**src/rtl/cmp_pkg.sv**
```systemverilog
// Shared definitions for the iterative set-on-compare unit: op encoding,
// FSM state type and the flag derivation rule.
package cmp_pkg;

  typedef logic [2:0] op_t;

  localparam op_t CMP_SLTU = 3'd0;
  localparam op_t CMP_SLT  = 3'd1;
  localparam op_t CMP_SGEU = 3'd2;
  localparam op_t CMP_SGE  = 3'd3;
  localparam op_t CMP_SEQ  = 3'd4;
  localparam op_t CMP_SNE  = 3'd5;

  typedef enum logic [1:0] {
    IDLE = 2'd0,
    RUN  = 2'd1,
    DONE = 2'd2
  } state_t;

  // Final flag from the deciding slice; reserved ops always yield 0.
  function automatic logic cmp_flag(op_t op, logic lt, logic eq);
    logic f;
    f = 1'b0;
    case (op)
      CMP_SLTU, CMP_SLT: f = lt;
      CMP_SGEU, CMP_SGE: f = ~lt;
      CMP_SEQ:           f = eq;
      CMP_SNE:           f = ~eq;
      default:           f = 1'b0;
    endcase
    return f;
  endfunction

endpackage

```
**src/rtl/cmp_iter_if.sv**
```systemverilog
// Start/busy/done handshake bundle between the control unit (master) and
// the compare unit (slave).
interface cmp_iter_if
  import cmp_pkg::*;
#(
  parameter int unsigned WIDTH = 16
);
  logic             start;
  op_t              op;
  logic [WIDTH-1:0] a;
  logic [WIDTH-1:0] b;
  logic             busy;
  logic             done;
  logic             flag;
  logic [WIDTH-1:0] result;

  modport master (output start, op, a, b, input busy, done, flag, result);
  modport slave  (input start, op, a, b, output busy, done, flag, result);
endinterface

```
**src/rtl/cmp_slice.sv**
```systemverilog
// Combinational unsigned compare of one CHUNK-bit operand slice.
module cmp_slice #(
  parameter int unsigned CHUNK = 4
) (
  input  logic [CHUNK-1:0] a,
  input  logic [CHUNK-1:0] b,
  output logic             lt_c,
  output logic             gt_c
);
  assign lt_c = (a < b);
  assign gt_c = (a > b);
endmodule

```
**src/rtl/cmp_iter.sv**
```systemverilog
// Multi-cycle set-on-compare unit: MSB-first slice compare with early exit.
// Optional feature macro: CMP_SIGNED_EN (signed SLT/SGE via MSB inversion).
module cmp_iter
  import cmp_pkg::*;
#(
  parameter int unsigned WIDTH = 16,
  parameter int unsigned CHUNK = 4
) (
  input  logic       clk,
  input  logic       rst,
  cmp_iter_if.slave  bus
);
  localparam int unsigned NCHUNK = WIDTH / CHUNK;
  localparam int unsigned IDXW   = (NCHUNK > 1) ? $clog2(NCHUNK) : 1;

  state_t            state, state_d;
  logic [WIDTH-1:0]  a_q, b_q;
  logic [WIDTH-1:0]  a_in, b_in;
  op_t               op_q;
  logic [IDXW-1:0]   idx;
  logic [CHUNK-1:0]  sa, sb;
  logic              s_lt, s_gt;
  logic              diff, valid_op, finish;
  logic              busy_q, done_q, flag_q;
  logic              busy_d, done_d, flag_d;

  // Operand conditioning at acceptance
  always_comb begin
    a_in = bus.a;
    b_in = bus.b;
`ifdef CMP_SIGNED_EN
    if (bus.op == CMP_SLT || bus.op == CMP_SGE) begin
      a_in[WIDTH-1] = ~bus.a[WIDTH-1];
      b_in[WIDTH-1] = ~bus.b[WIDTH-1];
    end
`endif
  end

  assign sa = CHUNK'(a_q >> (CHUNK * idx));
  assign sb = CHUNK'(b_q >> (CHUNK * idx));

  cmp_slice #(.CHUNK(CHUNK)) u_slice (
    .a    (sa),
    .b    (sb),
    .lt_c (s_lt),
    .gt_c (s_gt)
  );

  assign diff     = s_lt | s_gt;
  // Reserved ops never exit early so they always take full latency
  assign valid_op = (op_q <= CMP_SNE);
  assign finish   = (idx == '0) || (valid_op && diff);

  // State and output registers
  always_ff @(posedge clk) begin
    if (rst) begin
      state  <= IDLE;
      busy_q <= 1'b0;
      done_q <= 1'b0;
      flag_q <= 1'b0;
    end else begin
      state  <= state_d;
      busy_q <= busy_d;
      done_q <= done_d;
      flag_q <= flag_d;
    end
  end

  // Next-state logic
  always_comb begin
    state_d = state;
    case (state)
      IDLE:    if (bus.start) state_d = RUN;
      RUN:     if (finish) state_d = DONE;
      DONE:    state_d = IDLE;
      default: state_d = IDLE;
    endcase
  end

  // Output next values; flag only updates on RUN->DONE
  always_comb begin
    busy_d = (state_d != IDLE);
    done_d = (state_d == DONE);
    flag_d = flag_q;
    if (state == RUN && finish) flag_d = cmp_flag(op_q, s_lt, ~diff);
  end

  // Operand/index datapath
  always_ff @(posedge clk) begin
    if (rst) begin
      a_q  <= '0;
      b_q  <= '0;
      op_q <= CMP_SLTU;
      idx  <= '0;
    end else if (state == IDLE && bus.start) begin
      a_q  <= a_in;
      b_q  <= b_in;
      op_q <= bus.op;
      idx  <= IDXW'(NCHUNK - 1);
    end else if (state == RUN && !finish) begin
      idx  <= idx - IDXW'(1);
    end
  end

  assign bus.busy   = busy_q;
  assign bus.done   = done_q;
  assign bus.flag   = flag_q;
  assign bus.result = {{(WIDTH-1){1'b0}}, flag_q};

endmodule

```
**src/flat_wrapper.sv**
```systemverilog
// flat-port wrapper written by rule: the top's interface ports become plain ports
module cmp_iter_flat import cmp_pkg::*;
#(
  parameter int unsigned WIDTH = 16,
  parameter int unsigned CHUNK = 4
)
  (clk, rst, bus_start, bus_op, bus_a, bus_b, bus_busy, bus_done, bus_flag, bus_result);
  cmp_iter_if #(.WIDTH(WIDTH)) bus_i ();
  input  logic clk;
  input  logic rst;
  input wire logic [$bits(bus_i.start)-1:0] bus_start;
  input wire logic [$bits(bus_i.op)-1:0] bus_op;
  input wire logic [$bits(bus_i.a)-1:0] bus_a;
  input wire logic [$bits(bus_i.b)-1:0] bus_b;
  output wire logic [$bits(bus_i.busy)-1:0] bus_busy;
  output wire logic [$bits(bus_i.done)-1:0] bus_done;
  output wire logic [$bits(bus_i.flag)-1:0] bus_flag;
  output wire logic [$bits(bus_i.result)-1:0] bus_result;
  assign bus_i.start = bus_start;
  assign bus_i.op = bus_op;
  assign bus_i.a = bus_a;
  assign bus_i.b = bus_b;
  assign bus_busy = bus_i.busy;
  assign bus_done = bus_i.done;
  assign bus_flag = bus_i.flag;
  assign bus_result = bus_i.result;
  cmp_iter #(.WIDTH(WIDTH), .CHUNK(CHUNK)) u_core (.clk(clk), .rst(rst), .bus(bus_i));
endmodule
```
**config.mk**
```make
export PLATFORM = sky130hd
export DESIGN_NAME = cmp_iter_flat
export DESIGN_NICKNAME = d
export VERILOG_FILES = /design/src/rtl/cmp_pkg.sv /design/src/rtl/cmp_iter_if.sv /design/src/rtl/cmp_slice.sv /design/src/rtl/cmp_iter.sv /design/src/flat_wrapper.sv
export SDC_FILE = /design/constraint.sdc
export NUM_CORES = 1
export LEC_CHECK = 0
export CORE_ASPECT_RATIO = 0.5
export CORE_MARGIN = 3
export CORE_UTILIZATION = 52
export CTS_BUF_LIST = sky130_fd_sc_hd__clkbuf_8
export DETAILED_ROUTE_END_ITERATION = 10
export PLACE_DENSITY = 0.83
export SETUP_SLACK_MARGIN = 0.4
export SYNTH_ARGS = -nofsm -noshare
export SYNTH_HDL_FRONTEND = slang
export SYNTH_SLANG_ARGS = --single-unit
```
**constraint.sdc**
```tcl
create_clock -name clk -period 4.8 [get_ports clk]
set_input_delay 0.48 -clock clk [delete_from_list [all_inputs] [get_ports clk]]
set_output_delay 0.48 -clock clk [all_outputs]
set_load 0.01 [all_outputs]
```
## After elaboration in Yosys (flattened, before gate mapping)

Index checks and enable logic that the tools add are counted.

| storage, ports and cells | value |
|---|---|
| flip-flop bits (word level) | 42 |
| bits in latches | 0 |
| bits in writable memories | 0 |
| memory bits (read-only) | 0 |
| input bits | 38 |
| output and inout bits | 19 |
| memories | 0 |

| cells by class | value |
|---|---|
| add/subtract/negate cells | 1 |
| $mul | 0 |
| divide/modulo/power cells | 0 |
| $lt $le $gt $ge | 3 |
| equal/unequal tests | 7 |
| shift operators | 2 |
| muxes and demuxes | 6 |
| bitwise logic cells | 3 |
| reduce and logical (&&, ||, !) cells | 13 |

Operators by type and width:

| operator | count |
|---|---|
| $shr A16 B4 Y4 | 2 |
| $mux W2 | 4 |
| $eq A3 B2 Y1 const B | 2 |
| $eq A3 B3 Y1 const B | 2 |
| $gt A4 B4 Y1 | 1 |
| $logic_and A1 B1 Y1 | 4 |
| $logic_not A2 Y1 | 2 |
| $lt A4 B4 Y1 | 1 |
| $pmux W1 S4 | 1 |
| $pmux W2 S2 | 1 |
| $reduce_bool A2 Y1 | 2 |
| $reduce_or A2 Y1 | 2 |
| $eq A3 B1 Y1 const B | 1 |
| $le A3 B3 Y1 const B | 1 |
| $logic_not A3 Y1 | 1 |
| $eq A2 B1 Y1 const B | 1 |
| $eq A2 B2 Y1 const B | 1 |
| $not A1 Y1 | 2 |
| $sub A2 B1 Y2 const B | 1 |
| $logic_not A1 Y1 | 1 |
| $logic_or A1 B1 Y1 | 1 |
| $or A1 B1 Y1 | 1 |

## Longest topological paths before layout

Gate-level depths: netlist of the first run.

| depth | value |
|---|---|
| word-level depth | 9 |
| depth in mapped cells | 9 |
| gate-level depth less buffers | 8 |

## Modules after synthesis

From an unflattened synthesis of the first run, not the netlist that was laid out.

| unflattened totals | value |
|---|---|
| cell total of the unflattened synthesis | 229 |
| area, all modules | 1979.4 µm² |

Modules (own cells, without submodules):

| module | instances | cells an instance | area each (µm²) | seq. area each (µm²) |
|---|---|---|---|---|
| cmp_iter | 1 | 214 | 1865.5 | 840.8 |
| cmp_slice | 1 | 15 | 113.9 | 0.0 |

## Worst setup path before layout of the first run

Ideal clock, no wire load.

| path | value |
|---|---|
| path kind | reg2reg |
| start | reg u_core.idx[0] |
| end | reg u_core.idx[1] |
| setup time | 0.070 ns |
| arrival | 2.806 ns |
| required time | 4.730 ns |
| setup slack | 1.924 ns |
| stages on the path, launching flop included | 9 |
| period minus slack after synthesis | 2.876 ns |
| cells stage by stage | dfxtp_1 clkbuf_1 mux4_2 ha_1 or4b_1 a22o_1 nand3b_1 mux2_2 a21oi_1 |

| on the way | value |
|---|---|
| longest elaborated chain between the ends | 8 |
| elaborated cells on any way between the ends | 14 |

RTL lines:

| element | line | source |
|---|---|---|
| start, declared | cmp_iter.sv:20 | `logic [IDXW-1:0] idx;` |
| start signal, assigned | cmp_iter.sv:99 | `idx <= IDXW'(NCHUNK - 1);` |
| start signal, assigned | cmp_iter.sv:101 | `idx <= idx - IDXW'(1);` |
| $shr A16 B4 Y4 (on tied branches) | cmp_iter.sv:39, cmp_iter.sv:40 |  |
| $lt A4 B4 Y1 / $gt A4 B4 Y1 (equally long branches) | cmp_slice.sv:10, cmp_slice.sv:11 |  |
| $or A1 B1 Y1 | cmp_iter.sv:49 | `assign diff = s_lt \| s_gt;` |
| $logic_and A1 B1 Y1 | cmp_iter.sv:52 | `assign finish = (idx == '0) \|\| (valid_op && diff);` |
| $logic_or A1 B1 Y1 | cmp_iter.sv:52 |  |
| $logic_not A1 Y1 | cmp_iter.sv:100 | `end else if (state == RUN && !finish) begin` |
| $logic_and A1 B1 Y1 | cmp_iter.sv:100 |  |
| $reduce_bool A2 Y1 (no source line) | -- |  |

Several ways; a longest one is shown, not always the timed one. The select of a mux whose other input is x is not followed.
A chain may end at the register's enable or synchronous reset.

## Final worst setup path of the first run

Ends and elaborated chain as after synthesis.

==> results of run 1 <==
-- cell type report --
type | instances | area [µm²]
clock buffers | 8 | 110
inverters | 8 | 30.0
fillers | 278 | 1100
repair buffers | 42 | 418
flip-flops and latches | 42 | 841
well taps | 51 | 63.8
multi-input cells | 164 | 950
-- cell families (layout without fill, tap and decap cells) --
family	count (synthesis)	count (layout)
buffers and inverters	39	58
DFF	42	42
AOI/OAI and AO/OA	46	46
other	1	15
muxes	9	9
xor gates and xnor gates	1	1
and+or+nand+nor	88	88
adders and majority gates	5	5
-- registers in the layout (all words and copies together), names as in the netlist --
register	flops
u_core.bus.done	1
u_core.state	2
u_core.a_q	16
u_core.bus.busy	1
u_core.idx	2
u_core.op_q	3
u_core.b_q	16
u_core.bus.flag	1
-- per-stage QoR --
stage	hold WS, ns	std cells	utilization, %	worst slack (ns)
global placement	0.431	307	65.6	1.92
global route	0.484	315	68.7	1.61
finish	0.439	315	68.7	1.82
floorplan	0.414	245	-	1.92
detailed placement	0.431	307	65.6	1.85
CTS	0.443	315	68.7	1.82
-- how the worst max path moves through the flow --
stage               slack [ns]     startpoint       endpoint  cells after the start
floorplan                 1.92  u_core.idx[0]  u_core.idx[1]                      8
global placement          1.92  u_core.idx[0]  u_core.idx[1]                      7
detailed placement        1.85  u_core.idx[0]  u_core.idx[1]                      7
CTS                       1.82  u_core.idx[0]  u_core.idx[1]                      7
global route              1.61  u_core.idx[0]  u_core.idx[1]                      7
finish                    1.82  u_core.idx[0]  u_core.idx[1]                      7
-- critical path, cell delays in order, from the launching register on --
cell and delay, ns:
dfxtp_1 0.65, mux4_2 0.57, ha_1 0.22, or4b_1 0.51
a22o_1 0.27, nand3b_1 0.17, mux2_2 0.35, a21oi_1 0.15
-- cell usage in the layout (no fill, tap or decap), types with 2 or more instances in the layout --
cell,synthesis,routed
nand2b_1,2,2
mux4_2,8,8
nor2b_1,2,2
inv_1,8,8
nand3b_1,2,2
clkdlybuf4s50_1,0,41
nor2_1,2,2
o21ai_0,2,2
nand2_1,74,74
dfxtp_1,42,42
conb_1,1,15
ha_1,5,5
clkbuf_8,0,8
a21oi_1,40,40
-- cells in the mapped netlist (all sizes together) --
master	count
clkbuf	15
inv	8
xnor2	1
conb	1
or4b	2
a22o	1
mux2	1
nand2	74
a211o	1
nor2	3
and4	1
and2	1
nand2b	2
nand3b	2
mux4	8
a311oi	1
nor2b	2
nor3	1
o21ai	2
a21oi	41
dfxtp	42
buf	16
ha	5
-- power by group through the flow --
stage | Clock [µW] | Combinational (µW) | Sequential (µW)
2_1_floorplan | 0 | 142 | 396
3_3_place_gp | 0 | 176 | 407
3_5_place_dp | 0 | 184 | 409
4_1_cts | 264 | 187 | 401
5_1_grt | 280 | 210 | 406
6_report | 261 | 188 | 401
-- per-layer routing --
metal	vias up	global-route usage [%]
met5	-	0
met1	741	25.0
li1	795	-
met3	8	5.39
met4	0	5.42
met2	59	32.1
==> results.yml, run 1 <==
run_status:
  status: "finished, final reports clean"
finish:
  n_antenna_cell: 0
  syn2layout_area_growth_pct: 24.1
  nNetsFinal: 306
  drive_gt1_share_pct: 8.33
  design_area_mm2: 0.00241
clocking:
  holdBufCountCts: 0
  clkSinkCount: 42
  ctsResizeCount: 0
  post-cts-setup-buffers: 0
  cts_tree: "yes"
  h-tree-depth: 2
  numCtsBuffers: 5
  cts-root-buf: "clkbuf_8"
  clk_pin_slew_worst_paths_ns: 0.08
  clockBufferDepth: 2
  clock_latency_ns: 0.29
pwr:
  p_leak_uw: 0.000924
  p_comb_share_pct: 22.1
  p_seq_share_pct: 47.2
  finalPower_uw: 851
  switchingPower_uw: 234
  p_sw_share_pct: 27.5
  internal-power_uw: 616
  power_density_mw_per_mm2: 353
  peakVddDrop_mv: 0.149
  p_clk_share_pct: 30.7
global_route:
  antenna_found_initial: 0
  grt_usage_pct: 19.4
  grt_max_degree: 43
  gr-total-overflow: 0
  grt_pass1_vias: 1573
  grt_pass1_wl_um: 7090
timing:
  tightest_slew_ns: 1.18
  slew_viol_final: 0
  relSlewSlack_pct: 21.4
  fmax_mhz: 336
  period_needed_ns: 2.98
  rsz0062_at_grt: "false"
  min_period_over_period_pct: 62.1
  finalSetupTns_ns: 0
  setup_viol: 0
  hold_viol: 0
  skew_ns: 0.00400
placed_design:
  hpwlAfterDp_um: 2850
  portBuffers: 41
  post_dp_cell_area_mm2: 0.00230
  place_congestion: 0.891
logic_synthesis:
  synthMuxAreaShare_pct: 9.85
  synth_compound_area_share_pct: 13.3
  synthXorXnorAreaFrac_pct: 0.450
  synth_top_family_by_area: "simple AND/OR/NAND/NOR gates"
  postSynthAreaPerCell_um2: 8.42
  synth_cells: 231
  synth_top_area_share_pct: 43.2
  yosysTopAreaCell: "dfxtp_1"
  ys_ff_latch: 42
  synthAdderAreaFrac_pct: 3.22
  synthTopCellsByArea: "dfxtp_1 43%, nand2_1 14%, a21oi_1 10%"
  synth-simple-area-share_pct: 19.1
  synth_area_mm2: 0.00194
  synth-seq-area-share_pct: 43.2
  synth.distinct_cells: 26
  ys_warn_count: 0
worst_hold_path:
  hold_start: "u_core.state[1]"
  holdPathStages: 1
  hold_class: "register to register"
  holdPathEnd: "u_core.bus.busy"
floorplanning:
  die_y_um: 49.2
  rows: 15
  initial_core_util_pct: 55.4
  die_w_um: 92.5
  ios: 57
  dieArea_mm2: 0.00455
  core_area_mm2: 0.00351
setup_path:
  crit_path_end_kind: "register"
  r2r_cells: 7
  crit_required_ns: 5.01
  path_class: "register to register"
  critical_path.max_fanout: 9
  startpoint_type: "register"
  arrival_ns: 3.18
  ff2ff_setup_slack_ns: 1.82
  r2r_end: "u_core.idx[1]"
  worstReg2RegStart: "u_core.idx[0]"
detailed_routing:
  postRouteAntennaNets: 0
  via_count: 1603
  wl_met3_um: 281
  met1Wirelength_um: 1840
  dr.pass1.iters: 4
  dr_wl_met2_um: 1950
  drt-wirelength-per-cell_um: 13.1
  route.detailed.drc: 0
  routed_wl_um: 4110
  highest_layer: "met4"
  drt_iter0_drc: 123
  viasPerCell: 5.09
flow_run:
  maxCapViolCount: 0
No activity file was read; power rests on OpenSTA's default activity.
==> inputs of run 2 (changes only) <==
--- a/config.mk
+++ b/config.mk
@@ -7,10 +7,10 @@
 export LEC_CHECK = 0
 export CORE_ASPECT_RATIO = 0.5
 export CORE_MARGIN = 3
-export CORE_UTILIZATION = 52
+export CORE_UTILIZATION = 44
 export CTS_BUF_LIST = sky130_fd_sc_hd__clkbuf_8
 export DETAILED_ROUTE_END_ITERATION = 10
-export PLACE_DENSITY = 0.83
+export PLACE_DENSITY = 0.74
 export SETUP_SLACK_MARGIN = 0.4
 export SYNTH_ARGS = -nofsm -noshare
 export SYNTH_HDL_FRONTEND = slang
==> constraint.sdc (replaced) <==
create_clock -name clk -period 2.68 [get_ports clk]
set_input_delay 0.268 -clock clk [delete_from_list [all_inputs] [get_ports clk]]
set_output_delay 0.268 -clock clk [all_outputs]
set_load 0.01 [all_outputs]
==> run 2 against run 1 <==
- via count up 2.6%
- hold slack better by 0.018 ns
- largest cell class unchanged
- critical endpoint unchanged
- core utilization down 4.2 points
==> results.yml, run 2 (synthesized netlist as in run 1, its figures left out) <==
run_status:
  status: "finished, final reports clean"
timing:
  min_period_over_period_pct: 96.1
  period_needed_ns: 2.58
  finalSetupTns_ns: 0
  skew_ns: 0.00459
  setup_viol: 0
  hold_viol: 0
  slew_viol_final: 0
  rsz0062_at_grt: "true"
  fmax_mhz: 388
  holdWs_ns: 0.457
floorplanning:
  die_y_um: 53.0
  ios: 57
  die_w_um: 100
  rows: 16
  core_area_mm2: 0.00406
  dieArea_mm2: 0.00530
  initial_core_util_pct: 47.8
detailed_routing:
  drt-wirelength-per-cell_um: 13.0
  dr.pass1.iters: 4
  viasPerCell: 4.90
  postRouteAntennaNets: 0
  drt_iter0_drc: 50
  route.detailed.drc: 0
  routed_wl_um: 4360
  via_count: 1645
finish:
  fin_cells: 336
  n_antenna_cell: 0
  largest_registers: "u_core.a_q (16), u_core.b_q (16), u_core.op_q (3)"
  final_common_cell: "nand2_1"
  syn2layout_area_growth_pct: 34.8
  drive_gt1_share_pct: 16.3
  most-common-layout-cells: "74 x nand2_1, 41 x clkdlybuf4s50_1, 41 x dfxtp_1, 38 x a21oi_1, 15 x conb_1"
  nNetsFinal: 324
setup_path:
  arrival_ns: 2.81
  path_class: "register to register"
  crit_path_end_kind: "register"
  startpoint_type: "register"
  critical_path.max_fanout: 4
  crit_required_ns: 2.92
global_route:
  grt_pass1_wl_um: 6930
  grt_max_degree: 43
  grt_usage_pct: 16.9
  grt_pass1_vias: 1499
  gr-total-overflow: 0
  antenna_found_initial: 0
pwr:
  peakVddDrop_mv: 0.246
  p_leak_uw: 0.00104
  power_density_mw_per_mm2: 624
  finalPower_uw: 1640
clocking:
  numCtsBuffers: 5
  clockBufferDepth: 2
  clk_pin_slew_worst_paths_ns: 0.08
  holdBufCountCts: 0
  h-tree-depth: 2
  clkSinkCount: 42
  clock_latency_ns: 0.30
  cts_tree: "yes"
  cts-root-buf: "clkbuf_8"
placed_design:
  portBuffers: 41
  hpwlAfterDp_um: 2890
  placedCellCount: 316
  place_congestion: 0.824
worst_hold_path:
  hold_class: "register to register"
flow_run:
  maxCapViolCount: 0
-- run 2: power breakdown --
group          switching, µW  leakage [µW]  total, µW  internal [µW]
Sequential              29.2      0.000346        705            675
Clock                    220     0.0000607        491            271
Combinational            204      0.000634        441            237
Total                    453       0.00104       1640           1180
-- run 2: final cells by class --
cell class | instances | area, µm²
clock inverter | 3 | 37.5
timing repair buffer | 60 | 579
fill | 337 | 1440
clock buffer | 5 | 68.8
inverter | 8 | 30.0
tap | 54 | 67.6
sequential | 42 | 842
multi-input combinational | 164 | 996
-- run 2: timing repair --
| action | CTS | global route |
|---|---|---|
| gates resized for setup | 7 | 6 |
| setup endpoints to repair | 6 | 6 |
| pin swaps | 5 | 6 |
| buffers inserted | 10 | 2 |
-- run 2: worst max-delay path: stages (launching register included) --
cell and delay [ns]:
dfxtp_2 0.35, buf_6 0.12, mux4_2 0.53, ha_4 0.18, or4b_1 0.52, a22o_1 0.22, nand3b_1 0.15, mux2_4 0.32
a21oi_2 0.11
-- run 2: layer usage --
layer	share of wire, %	track usage, %	up-vias
met2	46	29.2	41
met1	47	20.9	767
met5	0	0	-
met3	5.1	3.95	7
li1	-	-	830
met4	1.4	6.04	0
-- run 2: metrics by stage --
stage                     utilization [%]  worst slack [ns]  area [µm²]
after floorplan                         -             0.178        2040
after global placement               58.4             0.131        2370
after detailed placement             58.4            0.0781        2370
after CTS                            63.7             0.127        2590
after global routing                 64.5            0.0143        2620
final                                64.5             0.105        2620
-- run 2: path summary, 6_finish.rpt --
path / slack, ns / from / endpoint / cells after the start
worst min register to register: 0.46 / u_core.b_q[6] / u_core.b_q[6] / 2
worst max-delay path: 0.10 / u_core.idx[0] / u_core.idx[1] / 8
worst min-delay path: 0.46 / u_core.b_q[6] / u_core.b_q[6] / 2
worst max register to register: 0.10 / u_core.idx[0] / u_core.idx[1] / 8
